$ cat src/rtl/encoder_position_tracker_if.sv
// Signal bundle between the quadrature decoder, encoder_position_tracker and its
// position consumers; the tracker attaches through the slave modport.
interface encoder_position_tracker_if #(
    parameter int W_POS = 9
);
    logic [15:0]      value_in;
    logic             enable;
    logic             preset;
    logic [W_POS-1:0] preset_value;
    logic [W_POS-1:0] position;
    logic             step_up;
    logic             step_down;
    logic             at_min;
    logic             at_max;
    logic             fast;

    modport master (
        output value_in, enable, preset, preset_value,
        input  position, step_up, step_down, at_min, at_max, fast
    );

    modport slave (
        input  value_in, enable, preset, preset_value,
        output position, step_up, step_down, at_min, at_max, fast
    );
endinterface

$ cat src/rtl/encoder_position_tracker.sv
// Turns the decoder's wrapping 16-bit count into a clamped, optionally accelerated
// position with step pulses. Acceleration is built only when ENCODER_ACCEL_EN is defined.
module encoder_position_tracker #(
    parameter int W_POS       = 9,
    parameter int POS_MIN     = 0,
    parameter int POS_MAX     = 479,
    parameter int FAST_WINDOW = 50000,
    parameter int ACCEL_GAIN  = 4
) (
    input  logic                      clk,
    input  logic                      rst_n,
    encoder_position_tracker_if.slave bus
);
    // state   | meaning
    // ST_INIT | first cycle after reset: capture value_in, no motion
    // ST_SLOW | steps move position by |delta|
    // ST_FAST | same-direction steps inside the window move by |delta| * ACCEL_GAIN

    typedef enum logic [1:0] {
        ST_INIT = 2'd0,
        ST_SLOW = 2'd1,
        ST_FAST = 2'd2
    } state_t;

    // Wide signed arithmetic so |delta| * gain plus position never overflows.
    localparam int AW = W_POS + 20;
    localparam logic signed [AW-1:0] MIN_S  = AW'(POS_MIN);
    localparam logic signed [AW-1:0] MAX_S  = AW'(POS_MAX);
    localparam logic signed [AW-1:0] GAIN_S = AW'(ACCEL_GAIN);

    if (POS_MIN < 0 || POS_MIN > POS_MAX || POS_MAX >= (1 << W_POS) ||
        FAST_WINDOW < 1 || ACCEL_GAIN < 1) begin : g_bad_cfg
        $error("encoder_position_tracker: invalid parameter set");
    end

    function automatic logic [W_POS-1:0] clamp_pos(input logic signed [AW-1:0] v);
        logic signed [AW-1:0] r;
        if (v < MIN_S)      r = MIN_S;
        else if (v > MAX_S) r = MAX_S;
        else                r = v;
        return W_POS'(r);
    endfunction

    state_t           state_q, state_d;
    logic [15:0]      value_q;
    logic [W_POS-1:0] position_q, position_d;
    logic             step_up_q, step_up_d;
    logic             step_down_q, step_down_d;
    logic             at_min_q, at_min_d;
    logic             at_max_q, at_max_d;
    logic             fast_q, fast_d;

    logic signed [15:0]   delta;
    logic signed [AW-1:0] delta_ext;
    logic signed [AW-1:0] mag_ext;
    logic signed [AW-1:0] step_ext;
    logic signed [AW-1:0] pos_ext;
    logic signed [AW-1:0] sum_ext;
    logic signed [AW-1:0] preset_ext;
    logic                 dir_up;
    logic                 running;
    logic                 ev_preset, ev_hold, ev_step, ev_idle;
    logic                 gain_en, go_fast, win_expire;

    assign delta      = bus.value_in - value_q;
    assign delta_ext  = AW'(delta);
    assign mag_ext    = delta_ext[AW-1] ? -delta_ext : delta_ext;
    assign dir_up     = ~delta[15];
    assign pos_ext    = $signed(AW'(position_q));
    assign preset_ext = $signed(AW'(bus.preset_value));
    assign step_ext   = gain_en ? mag_ext * GAIN_S : mag_ext;
    assign sum_ext    = dir_up ? pos_ext + step_ext : pos_ext - step_ext;

    assign running   = (state_q != ST_INIT);
    assign ev_preset = running & bus.preset;
    assign ev_hold   = running & ~bus.preset & ~bus.enable;
    assign ev_step   = running & ~bus.preset & bus.enable & (delta != 16'sd0);
    assign ev_idle   = running & ~bus.preset & bus.enable & (delta == 16'sd0);

`ifdef ENCODER_ACCEL_EN
    localparam int WW = $clog2(FAST_WINDOW + 1);

    logic [WW-1:0] win_cnt_q, win_cnt_d, win_inc;
    logic          last_dir_q, last_dir_d;
    logic          win_open;

    assign win_open   = (win_cnt_q < WW'(FAST_WINDOW));
    assign win_inc    = win_open ? win_cnt_q + 1'b1 : win_cnt_q;
    assign gain_en    = (state_q == ST_FAST) && (dir_up == last_dir_q);
    assign go_fast    = win_open && (dir_up == last_dir_q);
    assign win_expire = ev_idle && (win_inc == WW'(FAST_WINDOW));

    always_comb begin
        win_cnt_d  = win_cnt_q;
        last_dir_d = last_dir_q;
        if (ev_step) begin
            win_cnt_d  = '0;
            last_dir_d = dir_up;
        end else if (ev_hold || ev_idle) begin
            win_cnt_d  = win_inc;
        end
    end

    // Window starts saturated so the first step after reset is always slow.
    always_ff @(posedge clk or negedge rst_n) begin
        if (!rst_n) begin
            win_cnt_q  <= WW'(FAST_WINDOW);
            last_dir_q <= 1'b0;
        end else begin
            win_cnt_q  <= win_cnt_d;
            last_dir_q <= last_dir_d;
        end
    end
`else
    assign gain_en    = 1'b0;
    assign go_fast    = 1'b0;
    assign win_expire = 1'b0;
`endif

    always_comb begin
        state_d     = state_q;
        position_d  = position_q;
        step_up_d   = 1'b0;
        step_down_d = 1'b0;
        case (state_q)
            ST_INIT: state_d = ST_SLOW;
            default: begin
                if (ev_preset) begin
                    position_d = clamp_pos(preset_ext);
                    state_d    = ST_SLOW;
                end else if (ev_hold) begin
                    state_d    = ST_SLOW;
                end else if (ev_step) begin
                    // Pulses fire even when the clamp leaves the position unchanged.
                    position_d  = clamp_pos(sum_ext);
                    step_up_d   = dir_up;
                    step_down_d = ~dir_up;
                    state_d     = go_fast ? ST_FAST : ST_SLOW;
                end else if (win_expire) begin
                    state_d    = ST_SLOW;
                end
            end
        endcase
        at_min_d = (position_d == W_POS'(POS_MIN));
        at_max_d = (position_d == W_POS'(POS_MAX));
        fast_d   = (state_d == ST_FAST);
    end

    always_ff @(posedge clk or negedge rst_n) begin
        if (!rst_n) begin
            state_q     <= ST_INIT;
            value_q     <= '0;
            position_q  <= W_POS'(POS_MIN);
            step_up_q   <= 1'b0;
            step_down_q <= 1'b0;
            at_min_q    <= 1'b1;
            at_max_q    <= (POS_MIN == POS_MAX);
            fast_q      <= 1'b0;
        end else begin
            state_q     <= state_d;
            value_q     <= bus.value_in;
            position_q  <= position_d;
            step_up_q   <= step_up_d;
            step_down_q <= step_down_d;
            at_min_q    <= at_min_d;
            at_max_q    <= at_max_d;
            fast_q      <= fast_d;
        end
    end

    assign bus.position  = position_q;
    assign bus.step_up   = step_up_q;
    assign bus.step_down = step_down_q;
    assign bus.at_min    = at_min_q;
    assign bus.at_max    = at_max_q;
`ifdef ENCODER_ACCEL_EN
    assign bus.fast      = fast_q;
`else
    assign bus.fast      = 1'b0;
`endif

endmodule

$ cat src/flat_wrapper.sv
// flat-port wrapper written by rule: the top's interface ports become plain ports
module encoder_position_tracker_flat 
#(
    parameter int W_POS       = 9,
    parameter int POS_MIN     = 0,
    parameter int POS_MAX     = 479,
    parameter int FAST_WINDOW = 50000,
    parameter int ACCEL_GAIN  = 4
)
  (clk, rst_n, bus_value_in, bus_enable, bus_preset, bus_preset_value, bus_position, bus_step_up, bus_step_down, bus_at_min, bus_at_max, bus_fast);
  encoder_position_tracker_if #(.W_POS(W_POS)) bus_i ();
  input  logic clk;
  input  logic rst_n;
  input wire logic [$bits(bus_i.value_in)-1:0] bus_value_in;
  input wire logic [$bits(bus_i.enable)-1:0] bus_enable;
  input wire logic [$bits(bus_i.preset)-1:0] bus_preset;
  input wire logic [$bits(bus_i.preset_value)-1:0] bus_preset_value;
  output wire logic [$bits(bus_i.position)-1:0] bus_position;
  output wire logic [$bits(bus_i.step_up)-1:0] bus_step_up;
  output wire logic [$bits(bus_i.step_down)-1:0] bus_step_down;
  output wire logic [$bits(bus_i.at_min)-1:0] bus_at_min;
  output wire logic [$bits(bus_i.at_max)-1:0] bus_at_max;
  output wire logic [$bits(bus_i.fast)-1:0] bus_fast;
  assign bus_i.value_in = bus_value_in;
  assign bus_i.enable = bus_enable;
  assign bus_i.preset = bus_preset;
  assign bus_i.preset_value = bus_preset_value;
  assign bus_position = bus_i.position;
  assign bus_step_up = bus_i.step_up;
  assign bus_step_down = bus_i.step_down;
  assign bus_at_min = bus_i.at_min;
  assign bus_at_max = bus_i.at_max;
  assign bus_fast = bus_i.fast;
  encoder_position_tracker #(.W_POS(W_POS), .POS_MIN(POS_MIN), .POS_MAX(POS_MAX), .FAST_WINDOW(FAST_WINDOW), .ACCEL_GAIN(ACCEL_GAIN)) u_core (.clk(clk), .rst_n(rst_n), .bus(bus_i));
endmodule
$ cat config.mk
export PLATFORM = sky130hd
export DESIGN_NAME = encoder_position_tracker_flat
export DESIGN_NICKNAME = d
export VERILOG_FILES = /design/src/rtl/encoder_position_tracker_if.sv /design/src/rtl/encoder_position_tracker.sv /design/src/flat_wrapper.sv
export SDC_FILE = /design/constraint.sdc
export NUM_CORES = 1
export LEC_CHECK = 0
export BUFFER_PORTS_ARGS = -buffer_cell sky130_fd_sc_hd__buf_2
export CORE_MARGIN = 1
export CORE_UTILIZATION = 64
export DETAILED_ROUTE_END_ITERATION = 8
export HOLD_SLACK_MARGIN = 0.1
export PLACE_DENSITY = 0.87
export SLEW_MARGIN = 20
export SYNTH_ARGS = -nofsm -noshare
export SYNTH_HDL_FRONTEND = slang
export SYNTH_SLANG_ARGS = --single-unit
$ cat constraint.sdc
create_clock -name clk -period 8.8 [get_ports clk]
set_clock_uncertainty 0.1 [all_clocks]
set_input_delay 1.32 -clock clk [delete_from_list [all_inputs] [get_ports clk]]
set_output_delay 1.32 -clock clk [all_outputs]
set_load 0.05 [all_outputs]
After elaboration in Yosys (flattened, before gate mapping)
Cells that the tools add are included.
{"block": "op_classes", "n_reduce_logical": 5, "order_cmp": 4, "add_sub_neg": 4, "eq_ne": 1, "n_bitwise": 8, "mux": 22}
{"op": "two-way mux 9 bit", "n": 8}
{"op": "two-way mux 29 bit", "n": 2}
{"op": "adder 10 x 29 -> 29 bit", "n": 1}
{"op": "greater-than comparator 29 x 10 -> 1 bit (second input constant)", "n": 1}
{"op": "less-than comparator 29 x 1 -> 1 bit (second input constant)", "n": 1}
{"op": "negator 16 -> 29 bit", "n": 1}
{"op": "subtractor 10 x 29 -> 29 bit", "n": 1}
{"op": "nonzero test 16 bit", "n": 1}
{"op": "subtractor 16 bit", "n": 1}
{"op": "equality test 9 bit (second input constant)", "n": 1}
{"op": "greater-than comparator 9 bit (second input constant)", "n": 1}
{"op": "zero test 9 bit", "n": 1}
{"op": "less-than comparator 9 x 1 -> 1 bit (second input constant)", "n": 1}
{"op": "two-way mux 1 bit", "n": 8}
{"op": "two-way mux 2 bit", "n": 4}
{"op": "bitwise AND 1 bit", "n": 5}
{"op": "nonzero test 4 bit", "n": 1}
{"op": "NOT 1 bit", "n": 3}
{"op": "zero test 2 bit", "n": 1}
{"op": "nonzero test 2 bit", "n": 1}
{"block": "totals", "inputBits": 29, "ff_bits": 31, "output_inout_bits": 14, "word_cells": 51}

Logic depth before layout (Yosys ltp)
{"block": "depth", "depth_word": 13, "depth_mapped": 30, "mapped_depth_nobuf": 27}

Worst setup path before layout
Ideal clock, no wire load.
{"block": "synth_path", "kind": "input -> register", "start": "input port bus_value_in[10]", "end": "register u_core.at_max_q, in the netlist u_core.bus.at_max", "setup_ns": 0.134, "arrival_ns": 6.564, "path_stages": 28, "setup_slack_ns": 2.002, "n_path_buf": 3, "required_ns": 8.566, "cell_sequence": "ha_1 > a211o_1 > buf_6 > a21oi_2 > o21ai_1 > or4_4 > and2_4 > buf_6 > nand2_1 > a21boi_0 > ha_1 > nand2_1 > a21o_1 > nand3_1 > ha_1 > nor2b_1 > o21ai_0 > a21oi_1 > o31ai_1 > a21oi_1 > xor2_1 > and4_1 > o21bai_1 > or4_1 > and2_1 > buf_2 > o311ai_1 > nor4b_2"}
{"block": "synth_between", "elab_chain_len": 13, "elab_cells_between_ends": 17, "cone_classes": "add/sub: 4; order compare: 2; eq/ne: 1; mux: 8; bitwise: 1; reduce/logical: 1"}
{"item": "start: declaration", "line": "flat_wrapper.sv:14", "text": "input wire logic [$bits(bus_i.value_in)-1:0] bus_value_in;"}
{"item": "subtractor 16 bit (*)", "line": "encoder_position_tracker.sv:65", "text": "assign delta = bus.value_in - value_q;"}
{"item": "negator 16 -> 29 bit", "line": "encoder_position_tracker.sv:67", "text": "assign mag_ext = delta_ext[AW-1] ? -delta_ext : delta_ext;"}
{"item": "two-way mux 29 bit", "line": "encoder_position_tracker.sv:67"}
{"item": "adder 10 x 29 -> 29 bit or subtractor 10 x 29 -> 29 bit (tied branches)", "line": "encoder_position_tracker.sv:72", "text": "assign sum_ext = dir_up ? pos_ext + step_ext : pos_ext - step_ext;"}
{"item": "two-way mux 29 bit", "line": "encoder_position_tracker.sv:72"}
{"item": "greater-than comparator 29 x 10 -> 1 bit", "line": "encoder_position_tracker.sv:39", "text": "else if (v > MAX_S) r = MAX_S;"}
{"item": "two-way mux 9 bit", "line": "encoder_position_tracker.sv:39"}
{"item": "two-way mux 9 bit", "line": "encoder_position_tracker.sv:38", "text": "if (v < MIN_S) r = MIN_S;"}
{"item": "two-way mux 9 bit (*)", "line": "encoder_position_tracker.sv:133", "text": "end else if (ev_step) begin"}
{"item": "two-way mux 9 bit (*)", "line": "encoder_position_tracker.sv:131", "text": "end else if (ev_hold) begin"}
{"item": "two-way mux 9 bit (*)", "line": "encoder_position_tracker.sv:128", "text": "if (ev_preset) begin"}
{"item": "two-way mux 9 bit (*)", "line": "encoder_position_tracker.sv:125", "text": "case (state_q)"}
{"item": "equality test 9 bit (*)", "line": "encoder_position_tracker.sv:145", "text": "at_max_d = (position_d == W_POS'(POS_MAX));"}
{"item": "named net u_core.at_max_d", "line": "encoder_position_tracker.sv:50", "text": "logic at_max_q, at_max_d;"}
{"item": "end signal: assignment", "line": "encoder_position_tracker.sv:157", "text": "at_max_q <= (POS_MIN == POS_MAX);"}
{"item": "end signal: assignment", "line": "encoder_position_tracker.sv:166", "text": "at_max_q <= at_max_d;"}
{"item": "end: declaration", "line": "encoder_position_tracker.sv:50"}
Mark *: on every way through the listed nets, which the timed path passes. The rest lies on a longest branch.
A chain may end at the register's enable or synchronous reset.

Worst setup path in the final report
Same ends and word-level chain as after synthesis.

==> flow_metrics.env <==
export IMPL_routed_wl_um=8970
export IMPL_fp_coreArea_sq_um=4880
export IMPL_die_area_sq_um=5500
export IMPL_vias=3381
export IMPL_antenna_found_initial=0
export IMPL_wl_met1_um=4060
export IMPL_slew_viol_final=0
export IMPL_rsz0062_at_grt="no"
export IMPL_ff_latch_area_sq_um=752
export IMPL_grt_pass1_wl_um=14200
export IMPL_nets=505
export IMPL_drcViolationCount=0
export IMPL_grt_overflow=0
export IMPL_tightest_slew_ns=0.803
export IMPL_grt_usage_pct=33.9
export IMPL_powerDensity_nw_per_um2=176
export IMPL_grt_pass1_vias=3036
export IMPL_place_congestion=0.938
export IMPL_critPathArrivalTime_ns=7.16
export IMPL_rows=25
export IMPL_relSlewSlack_pct=45.6
export IMPL_final_cell_area_sq_um=3620
export IMPL_leakage_nw=1.65
export IMPL_antenna_cells=0
export IMPL_endpoint_kind="flop"
export IMPL_ys_types=73
export IMPL_die_w_um=74.2
export IMPL_clkTransAtPathRegs_ns=0.07
export IMPL_finalHoldViolations=0
export IMPL_yosysSeqAreaShare_pct=22.5
export IMPL_wire_per_inst_um=17.4
export IMPL_synthArstFlopShare_pct=100
export IMPL_cts_resized_gates=0
export IMPL_multiInputGateArea_sq_um=2380
export IMPL_htree_levels=2
export IMPL_fmax_ghz=0.141
export IMPL_setup_tns_final_ns=0
export IMPL_grt_max_degree=31
export IMPL_hp_class="flop to flop"
export IMPL_root_buffer="clkbuf_8"
export IMPL_syn_num_nets=473
export IMPL_status="finished, final reports clean"
export IMPL_crit_top_cell="ha_1"
export IMPL_cpPeakStageDelay_ns=0.57
export IMPL_synth_edf_count=0
export IMPL_cp_slowest_cell="or4_1"
export IMPL_yosys_register_bits=30
export IMPL_holdBufCountCts=0
export IMPL_die_y_um=74.2
export IMPL_cts_inserted_buffers=5
export IMPL_max_cap_violations=0
export IMPL_synth_area_per_cell_sq_um=8.04
export IMPL_ir_worst_vdd_v=0.0000953
export IMPL_worstPathRequired_ns=8.86
export IMPL_route_top_layer_used="met4"
export IMPL_dr_wl_met3_um=883
export IMPL_drive_above_1_share_pct=15.6
export IMPL_drt_initial_drc_count=278
export IMPL_antenna_left=0
export IMPL_setup_viol=0
export IMPL_start_util_pct=68.4
export IMPL_nFillCells=392
export IMPL_drt_first_pass_iters=5
export IMPL_ys_flop_type="dfrtp_1"
export IMPL_pin_count=43
export IMPL_portBuffers=41
export IMPL_hpwlAfterDp_um=6990
export IMPL_clock_latency_ns=0.29
export IMPL_cts_tree="built"
export IMPL_worstSetupPathType="primary input to flop"
export IMPL_syn_to_final_growth_pct=8.59
export IMPL_dpl_instance_area_sq_um=3530
export IMPL_cp_max_fo=10
export IMPL_synth_cells=415
export IMPL_wl_met2_um=3910
export IMPL_startpoint_type="primary input"
export IMPL_timing_final_crit_share_pct=80.6
export IMPL_viasPerCell=6.57
export IMPL_synthesis_area_sq_um=3340
export IMPL_timing_final_crit_period_ns=7.09
export IMPL_yosysWarnings=0
export IMPL_post_cts_setup_buffers=0
export IMPL_cts_sinks=30
export IMPL_clockBufferDepth=2
-- cell type report --
type | count | area share (%)
Tap cell | 67 | 2.31
Timing Repair Buffer | 41 | 5.66
Sequential cell | 30 | 20.8
Clock buffer | 7 | 2.38
Multi-Input combinational cell | 339 | 65.6
Inverter | 30 | 3.11
Clock inverter | 1 | 0.138
-- final timing paths --
path | from | end | slack, ns | cells after the start
worst max-delay path | bus_value_in[10] | u_core.bus.at_max$_DFF_PN0_ | 1.71 | 26
worst min-delay path | u_core.bus.position[3]$_DFF_PN0_ | u_core.bus.at_min$_DFF_PN1_ | 0.55 | 3
worst max register to register | u_core.value_q[10]$_DFF_PN0_ | u_core.bus.at_max$_DFF_PN0_ | 2.51 | 26
worst min register to register | u_core.bus.position[3]$_DFF_PN0_ | u_core.bus.at_min$_DFF_PN1_ | 0.55 | 3
max in group asynchronous | rst_n | u_core.value_q[10]$_DFF_PN0_ | 7.15 | 1
min in group asynchronous | rst_n | u_core.value_q[6]$_DFF_PN0_ | 0.98 | 1
-- layout by cell type (no fill, tap or decap), types with 10 or more instances in the layout --
cell type / count
inv_1: 30
nand4_1: 11
nand2_1: 32
ha_1: 27
nor2_1: 30
o21ai_0: 17
a21oi_1: 26
nand3_1: 11
dfrtp_1: 29
buf_2: 41
xnor2_1: 10
-- cell usage after synthesis (3+ instances only) --
cell | count | area [sq um]
nand2_1 | 32 | 120
inv_1 | 30 | 113
nor2_1 | 30 | 113
dfrtp_1 | 29 | 726
ha_1 | 27 | 338
a21oi_1 | 26 | 130
o21ai_0 | 17 | 85.1
nand3_1 | 11 | 55.1
nand4_1 | 11 | 68.8
xnor2_1 | 10 | 87.6
and2_1 | 9 | 56.3
nor3_1 | 9 | 45.0
xor2_1 | 9 | 78.8
nor2b_1 | 8 | 50.1
a21o_1 | 7 | 52.6
and3_1 | 7 | 43.8
o21a_1 | 7 | 52.6
a211oi_1 | 6 | 45.0
o211ai_1 | 6 | 45.0
or2_2 | 6 | 37.5
a21boi_0 | 5 | 37.5
buf_2 | 5 | 25.0
clkbuf_1 | 5 | 18.8
o211a_1 | 5 | 50.1
a2111oi_0 | 4 | 35.0
a211o_1 | 4 | 35.0
a22oi_1 | 4 | 30.0
nand2b_1 | 4 | 25.0
nor3b_1 | 4 | 30.0
o2111ai_1 | 4 | 35.0
o21ai_1 | 4 | 20.0
o21bai_1 | 4 | 30.0
o31ai_1 | 4 | 30.0
a31o_2 | 3 | 26.3
a31oi_1 | 3 | 18.8
and4_1 | 3 | 26.3
buf_6 | 3 | 33.8
or3_1 | 3 | 18.8
or4_1 | 3 | 22.5
-- critical path, delay by kind of cell --
kind                     cells  cell delay, ns
adder cells (fa/ha/maj)      3            0.84
AND/OR/NAND/NOR             10            2.33
AO/OA/AOI/OAI               11            2.36
buffers and inverters        1            0.11
XOR/XNOR                     1            0.21
-- registers in the layout, summed over array words and instances (netlist names) --
name                  flops
u_core.bus.at_max         1
u_core.bus.at_min         1
u_core.value_q           16
u_core.bus.position       9
u_core.bus.step_up        1
u_core.bus.step_down      1
u_core.state_q            1
-- stage by stage --
step                      setup slack [ns]  utilization, %  hold WS, ns  total power [mW]  cells
after global placement                1.63            72.4        0.528             0.505    507
after floorplan                       2.00               -        0.595             0.428    415
final                                 1.71            74.2        0.553             0.639    515
after CTS                             1.82            74.2        0.527             0.629    515
after global routing                  1.29            74.2        0.575             0.682    515
after detailed placement              1.56            72.4        0.514             0.509    507
-- report_power, final --
part	total (mW)	switching [mW]	internal, mW
combinational	0.363	0.231	0.132
sequential	0.158	0.00909	0.149
clock	0.118	0.0548	0.0631
-- cell families after synthesis --
kind of cell	Yosys count	share of synthesized area (%)
AO/OA/AOI/OAI	135	29.3
XOR/XNOR	19	4.99
adder cells (fa/ha/maj)	29	11.3
buffers and inverters	46	6.19
flip-flops	30	22.5
multiplexers	4	1.28
other	2	0.225
AND/OR/NAND/NOR	150	24.2
-- layer usage --
metal | up-vias | global-route usage (%)
met1 | 1572 | 49.5
met2 | 188 | 50.3
met5 | - | 0
li1 | 1606 | -
met4 | 0 | 9.40
met3 | 15 | 7.32
No activity file was read; power rests on OpenSTA's default activity.
